--- src/rtl/pause_gate.sv ---
// Core-side pause responder: waits for a frame-safe point (vblank rising edge or timeout),
// gates the core clock enable, and holds the acknowledge/mute through a settle period on release.
module pause_gate #(
    parameter logic [23:0] TIMEOUT_CYCLES = 24'd1_000_000,
    parameter int unsigned RESUME_DELAY   = 16
) (
    input  logic clk_sys,
    input  logic reset_n,
    input  logic pause_core,
    input  logic vblank,
    input  logic ce_in,
    output logic ce_out,
    output logic paused,
    output logic mute
);

    localparam int RW = $clog2(RESUME_DELAY + 1);
    localparam logic [RW-1:0] RES_LOAD = RW'(RESUME_DELAY);
    localparam logic [RW-1:0] RES_ONE  = RW'(1);

    typedef enum logic [1:0] {
        RUN     = 2'd0,
        WAIT_VB = 2'd1,
        PAUSED  = 2'd2,
        RESUME  = 2'd3
    } state_t;

    state_t        state_q, state_d;
    logic          vblank_q;
    logic [23:0]   tmo_q, tmo_d;
    logic [RW-1:0] res_q, res_d;
    logic          gate_q;
    logic          ack_q, ack_d;
    logic          vb_rise;
    logic          tmo_hit;

    assign vb_rise = vblank & ~vblank_q;
    assign tmo_hit = (tmo_q == TIMEOUT_CYCLES - 24'd1);

    always_comb begin
        state_d = state_q;
        tmo_d   = tmo_q;
        res_d   = res_q;
        ack_d   = ack_q;
        case (state_q)
            RUN: begin
                ack_d = 1'b0;
                if (pause_core) begin
                    state_d = WAIT_VB;
                    tmo_d   = '0;
                end
            end
            WAIT_VB: begin
                // Saturating count; ack is held so a re-pause from RESUME keeps reporting paused.
                if (tmo_q != '1) begin
                    tmo_d = tmo_q + 24'd1;
                end
                if (!pause_core) begin
                    state_d = RUN;
                    ack_d   = 1'b0;
                end else if (vb_rise || tmo_hit) begin
                    state_d = PAUSED;
                    ack_d   = 1'b1;
                end
            end
            PAUSED: begin
                ack_d = 1'b1;
                if (!pause_core) begin
                    state_d = RESUME;
                    res_d   = RES_LOAD;
                end
            end
            RESUME: begin
                ack_d = 1'b1;
                if (pause_core) begin
                    state_d = WAIT_VB;
                    tmo_d   = '0;
                end else if (ce_in) begin
                    res_d = res_q - RES_ONE;
                    if (res_q == RES_ONE) begin
                        state_d = RUN;
                        ack_d   = 1'b0;
                    end
                end
            end
            default: begin
                state_d = RUN;
                ack_d   = 1'b0;
            end
        endcase
    end

    always_ff @(posedge clk_sys or negedge reset_n) begin
        if (!reset_n) begin
            state_q  <= RUN;
            vblank_q <= 1'b0;
            tmo_q    <= '0;
            res_q    <= '0;
            gate_q   <= 1'b1;
            ack_q    <= 1'b0;
        end else begin
            state_q  <= state_d;
            vblank_q <= vblank;
            tmo_q    <= tmo_d;
            res_q    <= res_d;
            gate_q   <= (state_d != PAUSED);
            ack_q    <= ack_d;
        end
    end

    // reset_n in the product keeps the core frozen for the whole asynchronous reset window.
    assign ce_out = ce_in & gate_q & reset_n;
    assign paused = ack_q;
    assign mute   = ack_q;

endmodule
--- config.mk ---
export PLATFORM = sky130hd
export DESIGN_NAME = pause_gate
export DESIGN_NICKNAME = d
export VERILOG_FILES = /design/src/rtl/pause_gate.sv
export SDC_FILE = /design/constraint.sdc
export NUM_CORES = 1
export LEC_CHECK = 0
export CAP_MARGIN = 20
export CORE_MARGIN = 2
export CORE_UTILIZATION = 55
export CTS_BUF_LIST = sky130_fd_sc_hd__clkbuf_4 sky130_fd_sc_hd__clkbuf_8
export DETAILED_ROUTE_END_ITERATION = 8
export PLACE_DENSITY_LB_ADDON = 0.15
export SYNTH_ARGS = -nofsm -noshare
export SYNTH_HDL_FRONTEND = slang
export SYNTH_SLANG_ARGS = --single-unit
--- constraint.sdc ---
create_clock -name clk_sys -period 5.6 [get_ports clk_sys]
set_input_delay 0.84 -clock clk_sys [delete_from_list [all_inputs] [get_ports clk_sys]]
set_output_delay 0.84 -clock clk_sys [all_outputs]
set_load 0.01 [all_outputs]
# Yosys cells after proc, flatten, opt, wreduce, memory -nomap -nowiden

Index checks and enable logic that the tools add are counted.

Flip-flop bits (word level): 34
Output and inout bits: 3
Word-level logic and storage cells: 53
Input bits: 5

Reduce and logical (&&, ||, !) cells: 7
Bitwise logic cells: 4
Eq/ne operators: 13
Add/subtract/negate cells: 2
Muxes and demuxes: 21

Operators with widths:

| kind                    | number |
|---|---|
| $mux W24                | 2 |
| $pmux W24 S2            | 1 |
| $add A24 B1 Y24 const B | 1 |
| $eq A24 B20 Y1 const B  | 1 |
| $ne A24 B24 Y1 const B  | 1 |
| $mux W5                 | 3 |
| $mux W2                 | 7 |
| $ne A2 B2 Y1 const B    | 5 |
| $pmux W5 S2             | 1 |
| $pmux W2 S4             | 1 |
| $eq A5 B1 Y1 const B    | 1 |
| $mux W1                 | 5 |
| $sub A5 B1 Y5 const B   | 1 |
| $eq A2 B2 Y1 const B    | 2 |
| $pmux W1 S4             | 1 |
| $reduce_and A4 Y1       | 1 |
| $reduce_bool A2 Y1      | 2 |
| $and A1 B1 Y1           | 3 |
| $ne A3 B3 Y1 const B    | 1 |
| $reduce_and A3 Y1       | 1 |
| $eq A2 B1 Y1 const B    | 1 |
| $logic_not A2 Y1        | 1 |
| $ne A2 B1 Y1 const B    | 1 |
| $reduce_or A2 Y1        | 1 |
| other kinds (2)         | 2 |

# Logic depth before layout (Yosys ltp)

Gate-level depths: netlist of the first run.

Depth after elaboration: 7
Mapped depth: 8
Mapped depth without buffers: 7

# Worst setup path after synthesis of the first run

Ideal clock, no wire load.

Kind: in2reg
Start: in ce_in
End: reg res_q[3]
Slack: 3.709 ns
Buffers on the path: 0
Data arrival time: 1.770 ns
Library setup time: 0.121 ns
Required time: 5.479 ns
Stages on the path: 3
Path through: or4b_2 a21o_1 a22o_1

Cells in the longest elaborated chain, start to end: 2

RTL lines:

| what                        | line | source |
|---|---|---|
| start, declared             | 11   | `input logic ce_in,` |
| $ne A2 B2 Y1 (no line)      | -    |  |
| $reduce_and A4 Y1 (no line) | -    |  |
| end signal, assigned        | 105  | `res_q <= res_d;` |
| end, declared               | 31   | `logic [RW-1:0] res_q, res_d;` |

Every way passes these cells.
A chain may end at the register's enable or synchronous reset.

# Worst setup path in the final report of the first run

Start: in reset_n
End: out ce_out

Cells in the longest elaborated chain, start to end: 1

RTL lines:

| what            | line | source |
|---|---|---|
| start, declared | 8    | `input logic reset_n,` |
| $and A1 B1 Y1   | 112  | `assign ce_out = ce_in & gate_q & reset_n;` |
| end, declared   | 12   | `output logic ce_out,` |

Every way passes these cells.

==> qor.csv, run 1 <==
stage,metric,value,unit
synth,yosysSeqAreaShare,0.4022,
grt,use_met1,0.3348,
cells_and_area,antenna_cells,0,
setup_path,cp_slowest_cell,clkdlybuf4s50_1,
clocking,cts_buffers,5,
sta,clock.fmax,307.1,MHz
sta,timing.final.ws_setup,2344,ps
min_path,hold_end,tmo_q[23]$_DFFE_PN0P_,
grt,grt_max_degree,36,
clocking,root_buffer,clkbuf_8,
clocking,worstSkewPairLatency,290,ps
synth,synth_edf_count,0,
clocking,cts_hold_buf,0,
synth,syn_nets,250,
outcome,outcome,"complete, no violations",
setup_path,path_buf_inv,3,
routing,wirelength,4470,um
setup_path,end_kind,primary output,
setup_path,worstPathMaxFanout,35,
placed_design,io_buffers,7,
setup_path,crit_chain,clkdlybuf4s50_1 -> buf_4 -> and3_1 -> clkdlybuf4s50_1,
sta,fin_crit,3256,ps
clocking,clkSinkCount,34,
grt,grt_usage,0.2350,
floorplanning,rows,22,
setup_path,r2r_slack,3140,ps
routing,firstDrtPassIters,5,
min_path,hold_depth,1,
synth,synthTopCellsByArea,"dfrtp_1 (39%), ha_1 (4.1%), o21ai_0 (4.0%)",
floorplanning,ios,8,
grt,met2_usage,0.3573,
grt,top_usage_layer,met2,
sta,finalHoldViolCount,0,
sta,fin_tns_setup,0,ps
routing,vias,1804,
synth,synthTopCellsByCount,"dfrtp_1 (33), nand2_1 (22), nor2_1 (18)",
cells_and_area,fin_cells,289,
grt,grt_pass1_vias,1660,
floorplanning,initial_core_util,0.5743,
synth,synth-compound-area-share,0.2469,
synth,synthAdderAreaFrac,0.04135,
placed_design,dp.cells,281,
cells_and_area,drive_gt1_frac,0.06639,
power,p_leak,0.0009094,uW
sta,drv_slew,0,
setup_path,rr_endpoint,tmo_q[7]$_DFFE_PN0P_,
clocking,cts_resized,0,
synth,synth-xor-area-share,0.008269,
setup_path,cp_data_arrival_time,2420,ps
grt,gr-total-overflow,0,
routing,route.detailed.drc,0,
synth,synth_mux_area_frac,0.01949,
synth,ys_ff_latch,34,
setup_path,critPathKind,in2out,
clocking,clock_path_buffers,2,
synth,netlist-cell-type-count,48,
sta,slew_headroom,0.4357,
min_path,worstHoldPathType,reg2reg,
setup_path,crit_family,buffers and inverters,
setup_path,slowest_delay,520,ps
sta,max_slew.worst_pin.slew,838.7,ps
run,cap_violations,0,
setup_path,cp.required,4760,ps
grt,grt_pass1_wl,7831,um
grt,use_met3,0.04600,
routing,wl_per_cell,15.47,um
placed_design,place_congestion,0.8254,
synth,yosysWarnings,0,
sta,setup_viol,0,
placed_design,place_hpwl,3024,um
clocking,post_cts_buffers,0,
routing,viasPerCell,6.242,
synth,syn_avg_cell_area,8.900,sq um
grt,antenna_found_initial,0,
clocking,cts_tree,built,
floorplanning,die_w,66.06,um
synth,synth_top_family_by_area,compound AO/OA/AOI/OAI gates,
clocking,htree_levels,2,
cells_and_area,syn2layout_area_growth,7.206,%
floorplanning,design.core.area,3689,sq um
synth,synth_top_area_share,0.3898,
placed_design,dp_slack,2312,ps
synth,synthSimpleGateAreaFrac,0.2315,
min_path,hold_path_startpoint,tmo_q[23]$_DFFE_PN0P_,
floorplanning,die_height,66.06,um
setup_path,rr_startpoint,tmo_q[0]$_DFFE_PN0P_,
power,vdd_drop_max,0.0002587,V
sta,rsz0062_at_grt,false,
synth,yosysMostFrequentCell,dfrtp_1,
synth,synth_top_area_cell,dfrtp_1,
sta,fin_crit_sh,0.5815,
sta,finClkSkew,3.357,ps
setup_path,critPathLaunchType,input port,
power,power.density,344.0,nW/um^2
cells_and_area,nets,252,
setup_path,reg2reg_depth,6,
setup_path,path_common_cell,clkdlybuf4s50_1,
clocking,cts.reportedPaths.clkPinSlew,70,ps
synth,syn_inst,238,
synth,synthFlopType,dfrtp_1,
synth,synthesis.area,2118,sq um
routing,ant_nets,0,
floorplanning,die_area,4364,sq um
synth,synth-async-reset-ratio,1.000,
routing,drt_iter0_drc,171,
final cells by class:
class                           count  area, sq um
Clock buffer                        7        90.09
Multi-Input combinational cell    184         1160
Fill cell                         355         1418
Timing Repair Buffer                8        77.57
Inverter                            7        26.28
Sequential cell                    34        852.1
Clock inverter                      1        5.005
Tap cell                           48        60.06
power by group:
group / switching (uW) / total [uW] / internal [uW]
sequential: 32.6 / 310 / 278
combinational: 171 / 278 / 107
clock: 88.9 / 193 / 104
total: 292 / 781 / 489
layer usage:
metal	vias to the layer above	wire length [um]
li1	910	-
met5	-	0
met3	7	207
met2	39	1900
met4	0	66
met1	848	2296
kinds of logic (layout without fill, tap and decap cells):
group | Yosys count | count (layout)
buf+inv | 20 | 23
mux | 4 | 4
xor+xnor | 2 | 2
compound gates | 77 | 77
fa+ha+maj | 7 | 7
flops | 34 | 34
simple gates | 94 | 94
flip-flops by register name (all words and copies together), names as in the netlist:
signal / count
gate_q: 1
tmo_q: 24
state_q: 2
vblank_q: 1
mute: 1
res_q: 5
per-stage QoR:
step	hold slack [ps]	utilization	cell area [sq um]	power, uW
2_1_floorplan	463.7	-	2118	531.7
3_3_place_gp	490.5	0.5899	2176	586.7
3_5_place_dp	504.8	0.5899	2176	590.5
4_1_cts	514.3	0.6157	2271	782.9
5_1_grt	557.9	0.6157	2271	832.7
6_report	513.9	0.6157	2271	781.2
layout by cell type (no fill, tap or decap), types with 7 or more instances in the layout:
| cell type | netlist | final |
|---|---|---|
| a21oi_1 | 10 | 10 |
| a31oi_1 | 7 | 7 |
| clkdlybuf4s50_1 | 0 | 7 |
| dfrtp_1 | 33 | 33 |
| ha_1 | 7 | 7 |
| inv_1 | 7 | 7 |
| nand2_1 | 22 | 22 |
| nand3_1 | 13 | 13 |
| nand4_1 | 8 | 8 |
| nor2_1 | 18 | 18 |
| o21ai_0 | 17 | 17 |
| o31ai_1 | 11 | 11 |
worst max-delay path by stage:
stage                  from                   end  slack [ps]  cells past startpoint
finish              reset_n                ce_out        2340                      4
global route        reset_n                ce_out        2230                      4
detailed placement  reset_n                ce_out        2310                      4
CTS                 reset_n                ce_out        2310                      4
floorplan             ce_in  res_q[3]$_DFFE_PN0P_        3710                      3
global placement    reset_n                ce_out        2310                      4
(Power assumes the default switching activity.)
==> run 2, diff against run 1 <==
==> constraint.sdc (replaced) <==
create_clock -name clk_sys -period 2.7 [get_ports clk_sys]
set_input_delay 0.405 -clock clk_sys [delete_from_list [all_inputs] [get_ports clk_sys]]
set_output_delay 0.405 -clock clk_sys [all_outputs]
set_load 0.01 [all_outputs]
==> run 2 against run 1 <==
Against the previous run:
- hold slack got worse by 4.3 ps
- combinational power rose by 110%
- sequential cell count did not move
- final cell count rose by 1.7%
- non-clock buffer count rose by 5
- worst setup slack got worse by 2000 ps
==> qor.csv, run 2 (synthesis results as in run 1) <==
stage,metric,value,unit,change
grt,grt_max_degree,35,,-2.8%
sta,fin_crit,2314,ps,
clocking,cts.reportedPaths.clkPinSlew,60,ps,about the same
floorplanning,die_w,66.06,um,unchanged
routing,viasPerCell,6.235,,-0.12%
setup_path,critPathLaunchType,flop,,
cells_and_area,nets,257,,+2.0%
run,cap_violations,0,,unchanged
clocking,clkSinkCount,34,,unchanged
clocking,worstSkewPairLatency,290,ps,about the same
clocking,cts_tree,built,,
floorplanning,die_height,66.06,um,unchanged
sta,rsz0062_at_grt,false,,
cells_and_area,final_common_cell,dfrtp_1,,
power,p_leak,0.0009351,uW,+2.8%
sta,fin_crit_sh,0.8569,,
clocking,cts_hold_buf,0,,unchanged
sta,whs,509.6,ps,-4.316 ps
floorplanning,design.core.area,3689,sq um,unchanged
cells_and_area,drive_gt1_frac,0.08537,,+0.01898
routing,drt_iter0_drc,199,,+16%
clocking,cts_resized,0,,unchanged
sta,max_slew.worst_pin.slew,577.9,ps,-260.8 ps
grt,grt_pass1_vias,1651,,-0.54%
routing,firstDrtPassIters,5,,unchanged
floorplanning,rows,22,,unchanged
clocking,post_cts_buffers,0,,unchanged
sta,finalHoldViolCount,0,,unchanged
setup_path,end_kind,flop,,
power,p_switching,597.0,uW,+100%
setup_path,worstPathMaxFanout,23,,-34%
floorplanning,die_area,4364,sq um,unchanged
sta,slew_headroom,0.6133,,+0.1776
cells_and_area,stdcell_area,2311,sq um,+1.8%
power,vdd_drop_max,0.0003957,V,+53%
clocking,root_buffer,clkbuf_8,,
routing,vias,1833,,+1.6%
setup_path,cp.required,2870,ps,-1890 ps
power,power.share.clock,0.248,,about the same
clocking,htree_levels,2,,unchanged
floorplanning,ios,8,,unchanged
power,p_int,1047,uW,+110%
clocking,clock_path_buffers,2,,unchanged
grt,gr-total-overflow,0,,unchanged
cells_and_area,regMostFlops,tmo_q,,
sta,finClkSkew,8.073,ps,+4.716 ps
power,power.density,711.3,nW/um^2,+110%
cells_and_area,final_cell_mix,"dfrtp_1 (33), nand2_1 (22), nor2_1 (18)",,
sta,clock.fmax,432.2,MHz,
power,seqPwrFrac,0.390,,-0.007
setup_path,critPathKind,reg2reg,,
cells_and_area,top_regs,"tmo_q: 24 flops, res_q: 5 flops, state_q: 2 flops",,
placed_design,place_hpwl,3114,um,+3.0%
cells_and_area,antenna_cells,0,,unchanged
setup_path,cp_data_arrival_time,2490,ps,+70 ps
routing,wl_per_cell,15.64,um,+1.1%
grt,grt_pass1_wl,7783,um,-0.61%
power,power,1644,uW,+110%
routing,ant_nets,0,,unchanged
clocking,cts_buffers,5,,unchanged
cells_and_area,syn2layout_area_growth,9.096,%,
grt,antenna_found_initial,0,,unchanged
min_path,worstHoldPathType,reg2reg,,
cells_and_area,fillers,335,,-5.6%
routing,route.detailed.drc,0,,unchanged
power,combinationalPowerShare,0.362,,+0.006
routing,wirelength,4597,um,+2.8%
outcome,outcome,"complete, no violations",,
grt,grt_usage,0.2332,,-0.001814
sta,drv_slew,0,,unchanged
placed_design,placed_area,2213,sq um,+1.7%
power,swShare,0.3632,,-0.01068
placed_design,io_buffers,7,,unchanged
sta,fin_tns_setup,0,ps,unchanged
cells_and_area,largest_reg_flops,24,,unchanged
sta,setup_viol,0,,unchanged
floorplanning,initial_core_util,0.5743,,unchanged
placed_design,place_congestion,0.8283,,+0.35%
-- run 2: worst paths after layout --
| check | start | to | slack (ps) | cells after the start |
|---|---|---|---|---|
| worst max register to register | tmo_q[0]$_DFFE_PN0P_ | tmo_q[23]$_DFFE_PN0P_ | 390 | 6 |
| worst max-delay path | tmo_q[0]$_DFFE_PN0P_ | tmo_q[23]$_DFFE_PN0P_ | 390 | 6 |
| max in group asynchronous | reset_n | gate_q$_DFF_PN1_ | 1800 | 2 |
| min in group asynchronous | reset_n | res_q[1]$_DFFE_PN0P_ | 560 | 2 |
| worst min-delay path | tmo_q[23]$_DFFE_PN0P_ | tmo_q[23]$_DFFE_PN0P_ | 510 | 1 |
| worst min register to register | tmo_q[23]$_DFFE_PN0P_ | tmo_q[23]$_DFFE_PN0P_ | 510 | 1 |
-- run 2: critical path, stage by stage (launching register included) --
cell	delay (ps)
dfrtp_1	400
ha_1	260
nand4_1	150
or4_4	620
o21ai_4	500
o21ai_0	200
o41ai_1	90
-- run 2: stage by stage --
stage / setup WS, ps / cells / util
2_1_floorplan: 815.0 / 238 / -
5_1_grt: 201.1 / 294 / 0.6265
3_3_place_gp: 491.1 / 286 / 0.6001
3_5_place_dp: 436.7 / 286 / 0.6001
6_report: 386.4 / 294 / 0.6265
4_1_cts: 405.5 / 294 / 0.6265
-- run 2: power groups by stage --
| stage | Combinational, uW | Sequential, uW | Clock [uW] |
|---|---|---|---|
| after detailed placement | 589 | 650 | 0 |
| after global routing | 671 | 650 | 438 |
| after floorplan | 465 | 637 | 0 |
| after global placement | 584 | 649 | 0 |
| final | 595 | 642 | 407 |
| after CTS | 592 | 640 | 420 |
-- run 2: cell type report --
type                       instances  area [sq um]  share of cell area
timing repair buffer              13         115.1             0.04981
sequential                        34         852.1              0.3687
multi-input combinational        184          1160              0.5019
clock buffer                       8         97.59             0.04223
tap                               48         60.06             0.02599
inverter                           7         26.28             0.01137
-- run 2: layer usage --
metal	GRT usage	share of wire	routed length [um]	vias to the layer above
met5	0	0	0	-
li1	-	-	-	910
met1	0.3545	0.51	2346	873
met4	0.07653	0.012	55	0
met2	0.3270	0.44	2014	44
met3	0.05111	0.039	181	6
==> run 3, diff against run 2 <==
--- a/config.mk
+++ b/config.mk
@@ -6,11 +6,10 @@
 export NUM_CORES = 1
 export LEC_CHECK = 0
 export CAP_MARGIN = 20
-export CORE_MARGIN = 2
 export CORE_UTILIZATION = 55
 export CTS_BUF_LIST = sky130_fd_sc_hd__clkbuf_4 sky130_fd_sc_hd__clkbuf_8
 export DETAILED_ROUTE_END_ITERATION = 8
-export PLACE_DENSITY_LB_ADDON = 0.15
+export PLACE_DENSITY_LB_ADDON = 0.25
 export SYNTH_ARGS = -nofsm -noshare
 export SYNTH_HDL_FRONTEND = slang
 export SYNTH_SLANG_ARGS = --single-unit
==> run 3 against run 2 <==
Against the previous run:
- maximum frequency grew 2.1%
- clock-buffer cell count shrank 2
- worst setup slack improved by 48 ps
- largest cell class unchanged
==> qor.csv, run 3 (synthesis results as in run 1) <==
stage,metric,value,unit,change
clocking,htree_levels,2,,unchanged
floorplanning,die_w,64.06,um,-3.0%
setup_path,r2r_slack,430,ps,+50 ps
cells_and_area,drive_gt1_frac,0.08163,,-0.003733
clocking,cts_tree,built,,
sta,fin_tns_setup,0,ps,unchanged
sta,finClkSkew,6.454,ps,-1.619 ps
clocking,cts_hold_buf,0,,unchanged
grt,antenna_found_initial,0,,unchanged
routing,vias,1847,,+0.76%
setup_path,crit_chain,ha_1 -> nand4_1 -> or4_4 -> o21ai_4 -> o21ai_0 -> o31ai_1,,
cells_and_area,top_regs,"tmo_q: 24 flops, res_q: 5 flops, state_q: 2 flops",,
floorplanning,die_height,64.06,um,-3.0%
floorplanning,design.core.area,3689,sq um,unchanged
grt,grt_usage,0.2503,,+0.01706
placed_design,place_hpwl,3196,um,+2.6%
setup_path,critPathLaunchType,flop,,
routing,wl_per_cell,15.54,um,-0.64%
clocking,post_cts_buffers,0,,unchanged
clocking,clkSinkCount,34,,unchanged
sta,drv_slew,0,,unchanged
setup_path,rr_startpoint,tmo_q[0]$_DFFE_PN0P_,,
sta,rsz0062_at_grt,false,,
setup_path,cp_slowest_cell,or4_4,,
floorplanning,initial_core_util,0.5743,,unchanged
clocking,cts.reportedPaths.clkPinSlew,70,ps,about the same
routing,wl_met2,2108,um,+4.7%
sta,fin_crit,2265,ps,-48.39 ps
min_path,hold_end,tmo_q[23]$_DFFE_PN0P_,,
routing,wirelength,4552,um,-0.98%
routing,routed.top_layer,met4,,
routing,wl_met3,185,um,+2.2%
clocking,worstSkewPairLatency,300,ps,about the same
min_path,worstHoldPathType,reg2reg,,
setup_path,slowest_delay,620,ps,about the same
placed_design,placed_area,2206,sq um,-0.34%
setup_path,end_kind,flop,,
setup_path,reg2reg_depth,6,,unchanged
sta,slew_headroom,0.5870,,-0.02632
clocking,root_buffer,clkbuf_8,,
cells_and_area,final_common_cell,dfrtp_1,,
floorplanning,ios,8,,unchanged
cells_and_area,antenna_cells,0,,unchanged
placed_design,place_congestion,0.8382,,+1.2%
setup_path,critPathKind,reg2reg,,
routing,drt_iter0_drc,124,,-38%
outcome,outcome,"complete, no violations",,
cells_and_area,stdcell_area,2301,sq um,-0.43%
run,cap_violations,0,,unchanged
setup_path,cp_data_arrival_time,2460,ps,-30 ps
grt,grt_pass1_wl,7935,um,+2.0%
sta,clock.fmax,441.5,MHz,+2.1%
grt,grt_pass1_vias,1692,,+2.5%
routing,viasPerCell,6.304,,+1.1%
clocking,cts_buffers,5,,unchanged
power,power.density,709.6,nW/um^2,-0.24%
setup_path,worstPathMaxFanout,23,,unchanged
min_path,hold_depth,1,,unchanged
setup_path,rr_endpoint,tmo_q[11]$_DFFE_PN0P_,,
clocking,clock_path_buffers,2,,unchanged
power,vdd_drop_max,0.0005591,V,+41%
clocking,cts_resized,0,,unchanged
sta,setup_viol,0,,unchanged
placed_design,io_buffers,7,,unchanged
routing,firstDrtPassIters,4,,-1
floorplanning,rows,22,,unchanged
routing,route.detailed.drc,0,,unchanged
setup_path,cp.required,2900,ps,+30 ps
cells_and_area,largest_reg_flops,24,,unchanged
cells_and_area,regMostFlops,tmo_q,,
sta,max_slew.worst_pin.slew,611.5,ps,+33.67 ps
cells_and_area,nets,256,,-0.39%
floorplanning,die_area,4104,sq um,-6.0%
sta,finalHoldViolCount,0,,unchanged
routing,ant_nets,0,,unchanged
grt,grt_max_degree,35,,unchanged
cells_and_area,final_cell_mix,"dfrtp_1 (33), nand2_1 (22), nor2_1 (18)",,
sta,fin_crit_sh,0.8390,,-0.01792
power,p_leak,0.0009248,uW,-1.1%
cells_and_area,syn2layout_area_growth,8.624,%,
min_path,hold_path_startpoint,tmo_q[23]$_DFFE_PN0P_,,
grt,gr-total-overflow,0,,unchanged
routing,wl_met1,2193,um,-6.5%
==> run 3: cell types whose count changed in the layout (fill, tap and decap cells not counted) <==
cell,before,now
clkinv_2,0,1
buf_4,6,5
clkinvlp_4,0,1
clkbuf_4,2,0
==> run 3: layout make-up <==
class,instances,area (sq um)
clock buffer,6,82.58
clock inverter,2,12.51
fill,340,1388
inverter,7,26.28
multi-input combinational,184,1160
sequential,34,852.1
tap,48,60.06
timing repair buffer,12,107.6
==> run 3: through the flow <==
stage          std cells    util  setup slack, ps  hold slack (ps)  total power (uW)
2_1_floorplan        238       -            815.0            109.4              1103
3_3_place_gp         285  0.5980            495.9            489.2              1236
3_5_place_dp         285  0.5980            434.0            507.9              1247
4_1_cts              293  0.6238            401.9            518.3              1650
5_1_grt              293  0.6238            231.3            534.8              1745
6_report             293  0.6238            434.8            520.9              1633
==> run 3: critical path: cells and delay by family (launching register included) <==
kind	cells	cell delay [ps]
simple gates	2	760
compound gates	3	750
flops	1	400
fa+ha+maj	1	240
==> run 3: layer usage <==
layer / track usage / up-vias
met2: 0.3910 / 39
met3: 0.05893 / 5
met5: 0 / -
li1: - / 915
met1: 0.3425 / 888
met4: 0.07670 / 0
==> run 3: worst max path at each step <==
stage | startpoint | end
2_1_floorplan | tmo_q[0]$_DFFE_PN0P_ | tmo_q[14]$_DFFE_PN0P_
3_3_place_gp | tmo_q[0]$_DFFE_PN0P_ | tmo_q[3]$_DFFE_PN0P_
3_5_place_dp | tmo_q[0]$_DFFE_PN0P_ | tmo_q[23]$_DFFE_PN0P_
4_1_cts | tmo_q[0]$_DFFE_PN0P_ | tmo_q[23]$_DFFE_PN0P_
5_1_grt | tmo_q[0]$_DFFE_PN0P_ | tmo_q[9]$_DFFE_PN0P_
6_report | tmo_q[0]$_DFFE_PN0P_ | tmo_q[11]$_DFFE_PN0P_
==> run 3: power breakdown <==
group / leakage [uW] / internal, uW / switching [uW]
registers: 0.000462 / 576 / 68.2
logic: 0.000416 / 242 / 348
clock network: 0.0000472 / 205 / 194
